## src/rtl/clk_freq_meter_pkg.sv

```systemverilog
// Shared definitions for clk_freq_meter: FSM state encoding and default
// parameter values. Optional feature macro: CLK_FREQ_METER_SYNC_EN.
package clk_freq_meter_pkg;

  localparam int unsigned CNT_W_DEF      = 8;
  localparam int unsigned EXP_PERIOD_DEF = 20;
  localparam int unsigned TOL_DEF        = 1;
  localparam int unsigned LOCK_CNT_DEF   = 4;

  typedef enum logic [1:0] {
    SEARCH  = 2'd0,
    MEASURE = 2'd1,
    TRACK   = 2'd2
  } fm_state_t;

endpackage

```

## src/rtl/clk_freq_meter_edge_sync.sv

```systemverilog
// edge_sync: optional 2-flop synchronizer, sample register and rise detector.
// Define CLK_FREQ_METER_SYNC_EN for an asynchronous source (adds 2 cycles).
module edge_sync
  import clk_freq_meter_pkg::*;
(
  input  logic i_clk,
  input  logic i_rst_n,
  input  logic i_d,
  output logic o_rise
);

  logic w_in;
  logic r_samp;
  logic r_prev;

`ifdef CLK_FREQ_METER_SYNC_EN
  logic r_meta;
  logic r_sync;

  // Two-stage synchronizer for an input from another clock domain
  always_ff @(posedge i_clk) begin
    if (!i_rst_n) begin
      r_meta <= 1'b0;
      r_sync <= 1'b0;
    end else begin
      r_meta <= i_d;
      r_sync <= r_meta;
    end
  end

  assign w_in = r_sync;
`else
  assign w_in = i_d;
`endif

  // Sample register plus one-cycle history for edge detection
  always_ff @(posedge i_clk) begin
    if (!i_rst_n) begin
      r_samp <= 1'b0;
      r_prev <= 1'b0;
    end else begin
      r_samp <= w_in;
      r_prev <= r_samp;
    end
  end

  assign o_rise = r_samp & ~r_prev;

endmodule

```

## src/rtl/clk_freq_meter.sv

```systemverilog
// clk_freq_meter: measures the rise-to-rise period of freq_in in clk cycles,
// tracks lock against EXP_PERIOD +/- TOL and flags loss of input.
// Optional macro CLK_FREQ_METER_SYNC_EN inserts an input synchronizer.
module clk_freq_meter
  import clk_freq_meter_pkg::*;
#(
  parameter int unsigned CNT_W      = CNT_W_DEF,
  parameter int unsigned EXP_PERIOD = EXP_PERIOD_DEF,
  parameter int unsigned TOL        = TOL_DEF,
  parameter int unsigned LOCK_CNT   = LOCK_CNT_DEF
)(
  input  logic             clk,
  input  logic             rst_n,
  input  logic             freq_in,
  output logic [CNT_W-1:0] period,
  output logic             period_valid,
  output logic             locked,
  output logic             lost
);

  localparam int unsigned GOOD_W = $clog2(LOCK_CNT + 1);
  localparam logic [CNT_W-1:0]  CNT_MAX = '1;
  localparam logic [CNT_W:0]    EXP_V   = (CNT_W+1)'(EXP_PERIOD);
  localparam logic [CNT_W:0]    TOL_V   = (CNT_W+1)'(TOL);
  localparam logic [GOOD_W-1:0] LOCK_V  = GOOD_W'(LOCK_CNT);

  fm_state_t         r_state;
  logic [CNT_W-1:0]  r_cnt;
  logic [GOOD_W-1:0] r_good;
  logic [CNT_W-1:0]  r_period;
  logic              r_pv;
  logic              r_locked;
  logic              r_lost;

  logic              w_rise;
  logic [CNT_W:0]    w_cnt_x;
  logic [CNT_W:0]    w_diff;
  logic              w_in_tol;
  logic [GOOD_W-1:0] w_good_next;

  edge_sync u_edge_sync (
    .i_clk   (clk),
    .i_rst_n (rst_n),
    .i_d     (freq_in),
    .o_rise  (w_rise)
  );

  // Absolute deviation of the running count (the period about to be
  // reported) from the expected period, one bit wider so nothing wraps
  always_comb begin
    w_cnt_x     = {1'b0, r_cnt};
    w_diff      = (w_cnt_x >= EXP_V) ? (w_cnt_x - EXP_V) : (EXP_V - w_cnt_x);
    w_in_tol    = (w_diff <= TOL_V);
    w_good_next = (r_good == LOCK_V) ? r_good : (r_good + GOOD_W'(1));
  end

  // Measurement FSM, period counter, lock qualification and loss timeout
  always_ff @(posedge clk) begin
    if (!rst_n) begin
      r_state  <= SEARCH;
      r_cnt    <= '0;
      r_good   <= '0;
      r_period <= '0;
      r_pv     <= 1'b0;
      r_locked <= 1'b0;
      r_lost   <= 1'b0;
    end else begin
      r_pv <= 1'b0;
      case (r_state)
        SEARCH: begin
          if (w_rise) begin
            r_state <= MEASURE;
            r_cnt   <= CNT_W'(1);
            r_lost  <= 1'b0;
          end
        end
        MEASURE, TRACK: begin
          // A rise takes priority over the saturation timeout
          if (w_rise) begin
            r_period <= r_cnt;
            r_pv     <= 1'b1;
            r_cnt    <= CNT_W'(1);
            r_state  <= TRACK;
            if (w_in_tol) begin
              r_good <= w_good_next;
              if (w_good_next == LOCK_V) begin
                r_locked <= 1'b1;
              end
            end else begin
              r_good   <= '0;
              r_locked <= 1'b0;
            end
          end else if (r_cnt == CNT_MAX) begin
            r_lost   <= 1'b1;
            r_locked <= 1'b0;
            r_good   <= '0;
            r_state  <= SEARCH;
          end else begin
            r_cnt <= r_cnt + CNT_W'(1);
          end
        end
        default: r_state <= SEARCH;
      endcase
    end
  end

  assign period       = r_period;
  assign period_valid = r_pv;
  assign locked       = r_locked;
  assign lost         = r_lost;

endmodule

```

## config.mk

```make
export PLATFORM = sky130hd
export DESIGN_NAME = clk_freq_meter
export DESIGN_NICKNAME = d
export VERILOG_FILES = /design/src/rtl/clk_freq_meter_pkg.sv /design/src/rtl/clk_freq_meter_edge_sync.sv /design/src/rtl/clk_freq_meter.sv
export SDC_FILE = /design/constraint.sdc
export NUM_CORES = 1
export LEC_CHECK = 0
export BUFFER_PORTS_ARGS = -buffer_cell sky130_fd_sc_hd__buf_2
export CORE_MARGIN = 10
export CORE_UTILIZATION = 58
export DETAILED_ROUTE_END_ITERATION = 16
export PLACE_DENSITY = 0.78
export SYNTH_ARGS = -nofsm -noshare
export SYNTH_HDL_FRONTEND = slang
export SYNTH_SLANG_ARGS = --single-unit
```

## constraint.sdc

```tcl
create_clock -name clk -period 2.35 [get_ports clk]
set_input_delay 0.1175 -clock clk [delete_from_list [all_inputs] [get_ports clk]]
set_output_delay 0.1175 -clock clk [all_outputs]
set_load 0.05 [all_outputs]
```

### Yosys cells after proc, flatten, opt, wreduce, memory -nomap -nowiden

Cells that the tools add are included.

* latch bits: 0
* memories: 0
* RAM bits: 0
* bits in read-only memories: 0
* register bits after elaboration: 26
* output and inout bits: 11
* input bits: 3

* add/subtract/negate cells: 4
* muxes and demuxes: 22
* eq/ne operators: 11
* $lt $le $gt $ge: 2
* $mul: 0
* reductions and logical operators: 11
* bitwise operators: 2
* divide/modulo/power cells: 0
* shift operators: 0

Operators by type and width (number)
* 8-bit 2-to-1 mux: 3
* 8-bit one-hot mux with 2 select lines: 1
* 3-bit 2-to-1 mux: 4
* 9-bit by 1-bit less-or-equal comparator with 1-bit output (second input constant): 1
* 9-bit 2-to-1 mux: 1
* 5-bit by 8-bit subtractor with 9-bit output (first input constant): 1
* 8-bit by 5-bit subtractor with 9-bit output (second input constant): 1
* 8-bit by 1-bit adder with 8-bit output (second input constant): 1
* 8-bit == test (second input constant): 1
* 8-bit by 5-bit >= comparator with 1-bit output (second input constant): 1
* 1-bit 2-to-1 mux: 8
* 2-bit AND reduction: 4
* 3-bit == test (second input constant): 2
* 2-bit 2-to-1 mux: 3
* 3-bit by 2-bit != test with 1-bit output (second input constant): 2
* 3-bit AND reduction: 2
* 2-bit != test (second input constant): 2
* 2-bit one-hot mux with 2 select lines: 1
* 4-bit AND reduction: 1
* 2-bit nonzero test: 2
* 3-bit by 1-bit adder with 3-bit output (second input constant): 1
* 3-bit != test (second input constant): 1
* 2-bit by 1-bit == test with 1-bit output (second input constant): 1
* 2-bit == test (second input constant): 1
* other kinds (6): 6

### Depth between registers and ports, before layout

Gate-level depths: netlist (run 1).

* word-level depth: 6
* mapped depth: 8

### Hierarchy

Synthesis (run 1) repeated with hierarchy kept, for this count alone.

* cells, all modules: 194
* area total of the unflattened synthesis: 1581.5 µm²

Modules (own cells, without submodules)
* clk_freq_meter: area each 1515.2 µm², instances 1, cells each 189
* edge_sync: area each 66.3 µm², instances 1, cells each 5

### Least setup slack after synthesis (run 1)

No wires, ideal clock.

* path type: reg2reg
* from: register r_cnt[3]
* to: register r_good[2]
* cell stages (with the launch flop): 9
* data arrival time: 1.819 ns
* setup time: 0.073 ns
* setup slack: 0.458 ns
* cell sequence: dfxtp_1 -> inv_1 -> ha_1 -> a31oi_1 -> nor3_1 -> or4_4 -> a21oi_4 -> a31oi_2 -> nor3b_2

* longest elaborated chain between the ends: 5
* elaborated cells between the ends (all ways): 10

Ends and longest elaborated chain
* start: declaration: line clk_freq_meter.sv:28 `logic [CNT_W-1:0] r_cnt;`
* start signal: assignment: line clk_freq_meter.sv:99 `r_cnt <= r_cnt + CNT_W'(1);`
* 5-bit by 8-bit subtractor with 9-bit output, or another cell as far along: line clk_freq_meter.sv:52 `w_diff = (w_cnt_x >= EXP_V) ? (w_cnt_x - EXP_V) : (EXP_V - w_cnt_x);`
* 9-bit 2-to-1 mux: line clk_freq_meter.sv:52
* 9-bit by 1-bit less-or-equal comparator with 1-bit output: line clk_freq_meter.sv:53 `w_in_tol = (w_diff <= TOL_V);`
* 3-bit 2-to-1 mux: line clk_freq_meter.sv:84 `if (w_in_tol) begin`
* 3-bit 2-to-1 mux: line clk_freq_meter.sv:79 `if (w_rise) begin`
* end signal: assignment: line clk_freq_meter.sv:85 `r_good <= w_good_next;`
* end: declaration: line clk_freq_meter.sv:29 `logic [GOOD_W-1:0] r_good;`

Parallel ways exist; a longest one is shown, timed or not.
A chain may end at the register's enable or synchronous reset.

### Final worst setup path (run 1)

* from: register r_cnt[0]
* to: register r_good[2]

The elaborated chain is that of the path after synthesis.

==> out/metrics.yaml, run 1 <==
global_routing:
  grt_start_max_net_pins: 24
  initial_antenna_violation_count: 0
  grt_remaining_overflow: 0
  global_route.usage.total: 0.143
  first_pass_grt_wire_length_mm: 6.26
  grt_pass1_vias: 1414
route:
  detail-route-antenna-nets: 0
  detailedRoute.firstIterationViolations: 136
  firstDrtPassIters: 4
  drt-vias-per-instance: 5.93
  routed_wl_mm: 3.48
  remaining_drc_errors: 0
  detailroute.via_count: 1363
  routed_wire_length_per_instance_microns: 15.1
synthesis:
  synth_top_family_by_area: "simple AND/OR/NAND/NOR gates"
  synth_top_flop_cell: "sky130_fd_sc_hd__dfxtp_1"
  xor_xnor_cell_area_share_of_the_yosys_netlist: 0.0336
  synth_area_per_cell_sq_um: 8.36
  synth-edff-count: 0
  post_synth_inst_count: 187
  postSynth.asyncResetShare: 0
  nets_in_the_synthesized_netlist: 200
  yosysUniqueCellTypes: 49
  ys_ff_latch: 26
  synthMuxAreaShare: 0
  synthSimpleGateAreaFrac: 0.249
  synth_fa_ha_area_frac: 0.0800
  synth_area_sq_um: 1560
  ys.warnings.count: 0
  synth_sequential_area_ratio: 0.333
  synth_compound_gate_area_share: 0.246
sta:
  final.setup.tns_ps: 0
  final_max_slew_viol_count: 0
  fin_crit_sh: 0.901
  setup_violation_total_in_the_final_timing_report: 0
  period_minus_slack_ps: 2120
  fin_hold_ws_ps: 171
  fin_clk_skew_ps: 9.46
  final_hold_viol_count: 0
  worst-slew-pin-transition_ps: 566
  worst_slew_margin_rel: 0.619
  achievable-frequency_mhz: 472
  rsz0062_at_grt: "no"
placed_design:
  place.gp.congestion: 0.959
  detailed_place_hpwl_mm: 2.60
  place.port_buffers: 13
pwr:
  comb_power_share: 0.113
  internal-power_uw: 656
  vdd_ir_drop_max_mv: 0.445
  p_per_area_nw_per_um2: 507
  switching_portion_of_total_power: 0.242
  switching_power_summed_over_all_nets_uw: 209
  clkPwrFrac: 0.361
  total_leakage_power_uw: 0.000645
  power.sequential.fraction: 0.526
clocking:
  worstSkewPairLatency_ps: 330
  cts.root.buffer_cell: "sky130_fd_sc_hd__clkbuf_4"
  numCtsBuffers: 3
  cts.htree.levels: 1
  cts_tree: "done"
  clock-sinks: 26
  cts_buffer_depth: 2
  post_cts.repair.setup_buffers: 0
  clk_pin_slew_worst_paths_ps: 150
  number_of_gates_resized_after_cts: 0
floorplan:
  die_area_sq_um: 5170
  core_region_area_sq_um: 2520
  die_w_microns: 71.9
  boundaryPins: 14
  die_h_microns: 71.9
  starting_density_of_the_core: 0.620
  num_rows: 18
worst_setup_path:
  crit_path_start_kind: "register"
  worst_setup_path_end_kind: "register"
  r2r_end: "r_good[2]"
  r2r_path_start: "r_cnt[0]"
  reg2regPathDepth: 8
  critical_path_class: "register to register"
  critical_path_arrival_ps: 2390
  reg2reg_slack_ps: 230
  critical_path_required_ps: 2620
  critPathMaxFanout: 7
run:
  drv_cap: 0
final_layout:
  drive_above_1_share: 0.165
  synthToLayoutAreaGrowth_pct: 9.04
  antennaDiodeCount: 0
  fin_nets: 214
  ff_latch_area_sq_um: 520
  filler_cells: 218
  multi_input_area_sq_um: 952
status:
  status: "finished, final reports clean"
hold_path:
  worstHoldStart: "rst_n"
  hold_depth: 2
  hp-class: "input pin to register"
  hold-path-endpoint: "r_cnt[7]"
[layout make-up]
cell class / count / share of cell area
sequential: 26 / 0.305
clock inverter: 1 / 0.0176
inverter: 12 / 0.0264
tap: 30 / 0.0220
multi-input combinational: 141 / 0.558
clock buffer: 3 / 0.0132
timing repair buffer: 17 / 0.0572
[registers in the layout, indices dropped and copies added (netlist names)]
name and flops:
r_state 2, period 8, lost 1, r_cnt 8, u_edge_sync.r_samp 1, locked 1
period_valid 1, u_edge_sync.r_prev 1, r_good 3
[worst max-delay path by stage]
stage               startpoint        end  slack [ps]  depth (start not counted)
floorplan             r_cnt[3]  r_good[2]         460                          8
global placement      r_cnt[3]  r_good[2]         360                          8
detailed placement    r_cnt[0]  r_good[2]         270                          8
CTS                   r_cnt[0]  r_good[2]         230                          8
global route          r_cnt[0]  r_good[2]          60                          8
finish                r_cnt[0]  r_good[2]         230                          8
[placed cells by master, fill, tap and decap left out, types with 2 or more instances in the layout]
cell / synthesis / layout
sky130_fd_sc_hd__nand4_1: 2 / 2
sky130_fd_sc_hd__a31oi_1: 2 / 2
sky130_fd_sc_hd__inv_2: 2 / 2
sky130_fd_sc_hd__nand2b_1: 3 / 3
sky130_fd_sc_hd__a21boi_1: 2 / 2
sky130_fd_sc_hd__clkbuf_4: 0 / 3
sky130_fd_sc_hd__xnor2_1: 4 / 4
sky130_fd_sc_hd__nor2b_1: 4 / 4
sky130_fd_sc_hd__dfxtp_1: 26 / 26
sky130_fd_sc_hd__ha_1: 10 / 10
sky130_fd_sc_hd__inv_1: 10 / 10
sky130_fd_sc_hd__nand3_1: 13 / 13
sky130_fd_sc_hd__nor4_1: 4 / 4
sky130_fd_sc_hd__nand2_1: 19 / 19
sky130_fd_sc_hd__and2_1: 3 / 3
sky130_fd_sc_hd__and3_1: 3 / 3
sky130_fd_sc_hd__buf_2: 0 / 13
sky130_fd_sc_hd__a21oi_1: 7 / 7
sky130_fd_sc_hd__o211ai_1: 3 / 3
sky130_fd_sc_hd__o21a_1: 3 / 3
sky130_fd_sc_hd__nor3_1: 3 / 3
sky130_fd_sc_hd__a211oi_1: 2 / 2
sky130_fd_sc_hd__nor2_1: 13 / 13
sky130_fd_sc_hd__a21boi_0: 9 / 9
sky130_fd_sc_hd__xor2_1: 2 / 2
sky130_fd_sc_hd__buf_4: 2 / 3
sky130_fd_sc_hd__o21ai_0: 9 / 9
[kinds of logic after synthesis]
family	after synthesis
AO/OA/AOI/OAI	51
XOR/XNOR	6
AND/OR/NAND/NOR	74
adder cells (fa/ha/maj)	10
buffers and inverters	20
flip-flops	26
[layer usage]
layer,wire [microns],track usage,up-vias,share of wire
met5,0,0,-,0
met4,62,0.0645,0,0.018
met3,232,0.0435,6,0.067
met2,1650,0.234,41,0.47
met1,1530,0.167,624,0.44
li1,-,-,692,-
[synthesized netlist by cell type (all sizes together) (2+ instances only)]
cell / count / area share
o21a: 3 / 0.014
nor2: 13 / 0.031
xor2: 2 / 0.011
nor4: 4 / 0.016
clkbuf: 5 / 0.013
nor3: 3 / 0.0096
inv: 12 / 0.029
xnor2: 4 / 0.022
a31oi: 3 / 0.016
nand4: 2 / 0.0080
and3: 3 / 0.012
ha: 10 / 0.080
a211oi: 2 / 0.0096
nand2b: 3 / 0.012
and2: 3 / 0.012
dfxtp: 26 / 0.33
nor2b: 4 / 0.016
nand2: 19 / 0.046
a21oi: 9 / 0.038
nand3: 13 / 0.042
o21ai: 10 / 0.032
o211ai: 3 / 0.014
buf: 3 / 0.017
a21boi: 11 / 0.053
[worst max-delay path, stage by stage, from the launching register on]
cell	delay, ps
sky130_fd_sc_hd__dfxtp_1	470
sky130_fd_sc_hd__inv_1	130
sky130_fd_sc_hd__ha_1	310
sky130_fd_sc_hd__a31oi_1	190
sky130_fd_sc_hd__nor3_1	70
sky130_fd_sc_hd__or4_4	440
sky130_fd_sc_hd__a21oi_4	170
sky130_fd_sc_hd__a31oi_2	110
sky130_fd_sc_hd__nor3b_2	180
[power groups by stage]
stage	registers (uW)	logic, uW	clock network [uW]
floorplan	465	71.1	0
global route	456	112	335
detailed placement	464	96.0	0
finish	455	98.1	312
global placement	463	92.2	0
CTS	455	97.8	323
[through the flow]
step | setup slack, ps | std cells | utilization | cell area, sq um | total power (uW)
after floorplan | 458 | 187 | - | 1560 | 536
after global placement | 362 | 225 | 0.651 | 1640 | 556
after detailed placement | 270 | 225 | 0.651 | 1640 | 560
after CTS | 232 | 230 | 0.676 | 1710 | 875
after global routing | 64.2 | 230 | 0.676 | 1710 | 903
final | 233 | 230 | 0.676 | 1710 | 865
[repair_timing]
action / 4_1_cts / 5_1_grt
endpoints found under the setup margin: 0 / 0
hold buffers: 1 / 0
hold endpoints to repair: 1 / 0
Power figures use the tool's default switching activity.
==> run 2, diff against run 1 <==
==> constraint.sdc (replaced) <==
create_clock -name clk -period 2.4 [get_ports clk]
set_input_delay 0.12 -clock clk [delete_from_list [all_inputs] [get_ports clk]]
set_output_delay 0.12 -clock clk [all_outputs]
set_load 0.05 [all_outputs]
==> out/metrics.yaml, run 2 (synthesis gave the netlist of run 1 again) <==
clocking:
  post_cts.repair.setup_buffers: 0
  cts_buffer_depth: 2
  clock-sinks: 26
  cts_tree: "done"
  worstSkewPairLatency_ps: 330
  cts.root.buffer_cell: "sky130_fd_sc_hd__clkbuf_4"
  clk_pin_slew_worst_paths_ps: 140
  cts.htree.levels: 1
  numCtsBuffers: 3
global_routing:
  grt_remaining_overflow: 0
  first_pass_grt_wire_length_mm: 5.78
  grt_pass1_vias: 1300
  grt_start_max_net_pins: 24
  global_route.usage.total: 0.132
  initial_antenna_violation_count: 0
route:
  remaining_drc_errors: 0
  detailroute.via_count: 1368
  detail-route-antenna-nets: 0
  drt-vias-per-instance: 5.97
  detailedRoute.firstIterationViolations: 139
  firstDrtPassIters: 5
  routed_wire_length_per_instance_microns: 14.6
  routed_wl_mm: 3.34
pwr:
  total_leakage_power_uw: 0.000639
  clkPwrFrac: 0.362
  power.sequential.fraction: 0.527
  p_total_uw: 845
  comb_power_share: 0.111
  switching_power_summed_over_all_nets_uw: 203
  vdd_ir_drop_max_mv: 0.536
  p_per_area_nw_per_um2: 498
  internal-power_uw: 642
  switching_portion_of_total_power: 0.241
placed_design:
  placed_area_sq_um: 1640
  place.gp.congestion: 1.01
  detailed_place_hpwl_mm: 2.54
  place.port_buffers: 13
  placed_cells: 224
worst_setup_path:
  cp_slowest_stage_delay_ps: 450
  critical_path_class: "register to register"
  critical_path_arrival_ps: 2370
  crit_path_start_kind: "register"
  critical_path_required_ps: 2680
  crit_slowest_cell: "sky130_fd_sc_hd__dfxtp_1"
  critPathMaxFanout: 7
  worst_setup_path_end_kind: "register"
  critical_path.cell_chain: "inv_1 -> ha_1 -> a31oi_1 -> nor3_1 -> or4_4 -> a21oi_4 -> a31oi_2 -> nor3b_2"
  reg2regPathDepth: 8
final_layout:
  antennaDiodeCount: 0
  finalCoreUtilization: 0.673
  postLayoutCellArea_sq_um: 1700
  most-common-layout-cells: "26 x sky130_fd_sc_hd__dfxtp_1, 19 x sky130_fd_sc_hd__nand2_1, 13 x sky130_fd_sc_hd__nand3_1, 13 x sky130_fd_sc_hd__nor2_1, 13 x sky130_fd_sc_hd__buf_2"
  drive_above_1_share: 0.161
  synthToLayoutAreaGrowth_pct: 8.56
  commonest_non_fill_non_tap_cell_in_the_layout: "sky130_fd_sc_hd__dfxtp_1"
  fin_nets: 213
  final-instance-count-excl-fill: 229
  filler_cells: 224
  multi_input_area_sq_um: 952
  ff_latch_area_sq_um: 520
floorplan:
  starting_density_of_the_core: 0.620
  core_region_area_sq_um: 2520
  die_h_microns: 71.9
  num_rows: 18
  die_w_microns: 71.9
  die_area_sq_um: 5170
  boundaryPins: 14
sta:
  final.setup.tns_ps: 0
  worst_slew_margin_rel: 0.608
  fin_crit_sh: 0.871
  final_hold_viol_count: 0
  worst-slew-pin-transition_ps: 582
  fin_clk_skew_ps: 4.87
  setup_violation_total_in_the_final_timing_report: 0
  final_max_slew_viol_count: 0
  achievable-frequency_mhz: 478
  rsz0062_at_grt: "no"
  period_minus_slack_ps: 2090
hold_path:
  hp-class: "input pin to register"
  hold_depth: 2
run:
  drv_cap: 0
status:
  status: "finished, final reports clean"
run 2: changes by cell type in the layout (fill, tap and decap cells not counted):
cell                    previous run  this run
sky130_fd_sc_hd__buf_4             3         2
run 2: timing repair:
| item | 4_1_cts | 5_1_grt |
|---|---|---|
| resized for setup | 0 | 0 |
| hold buffers | 1 | 0 |
| hold endpoints to repair | 1 | 0 |
run 2: area by class of cell:
type                            instances  share of cell area
Sequential cell                        26               0.307
Clock buffer                            3              0.0133
Inverter                               12              0.0265
Clock inverter                          1              0.0177
Multi-Input combinational cell        141               0.561
Timing Repair Buffer                   16              0.0531
Tap cell                               30              0.0221
run 2: worst max-delay path, delay by kind of cell, from the launching register on:
family	cells	cell delay, ps
compound gates	3	440
fa+ha+maj	1	270
buf+inv	1	180
flops	1	450
simple gates	3	690
run 2: path summary, 6_finish.rpt:
path	from	to	slack, ps
hold reg to reg	period[1]	period[1]	470
hold / removal	rst_n	r_cnt[7]	180
setup / recovery	r_cnt[3]	r_good[2]	310
setup reg to reg	r_cnt[3]	r_good[2]	310
run 2: layer usage:
layer  up-vias  part of all wire  routed length (microns)  track usage
li1        693                 -                        -            -
met1       633              0.47                     1550        0.167
met4         0            0.0093                       31       0.0301
met5         -                 0                        0            0
met2        36              0.47                     1550        0.215
met3         6             0.060                      200       0.0381
run 2: power groups by stage:
stage,Clock (uW),Combinational (uW),Sequential (uW)
CTS,311,94.1,445
global placement,0,89.9,454
detailed placement,0,92.5,454
finish,306,94.1,445
floorplan,0,69.7,455
global route,324,107,446
run 2: per-stage QoR:
step	hold WS [ps]	worst slack, ps
after floorplan	247	508
after global placement	331	380
after detailed placement	332	367
after CTS	169	312
after global routing	192	126
final	175	309
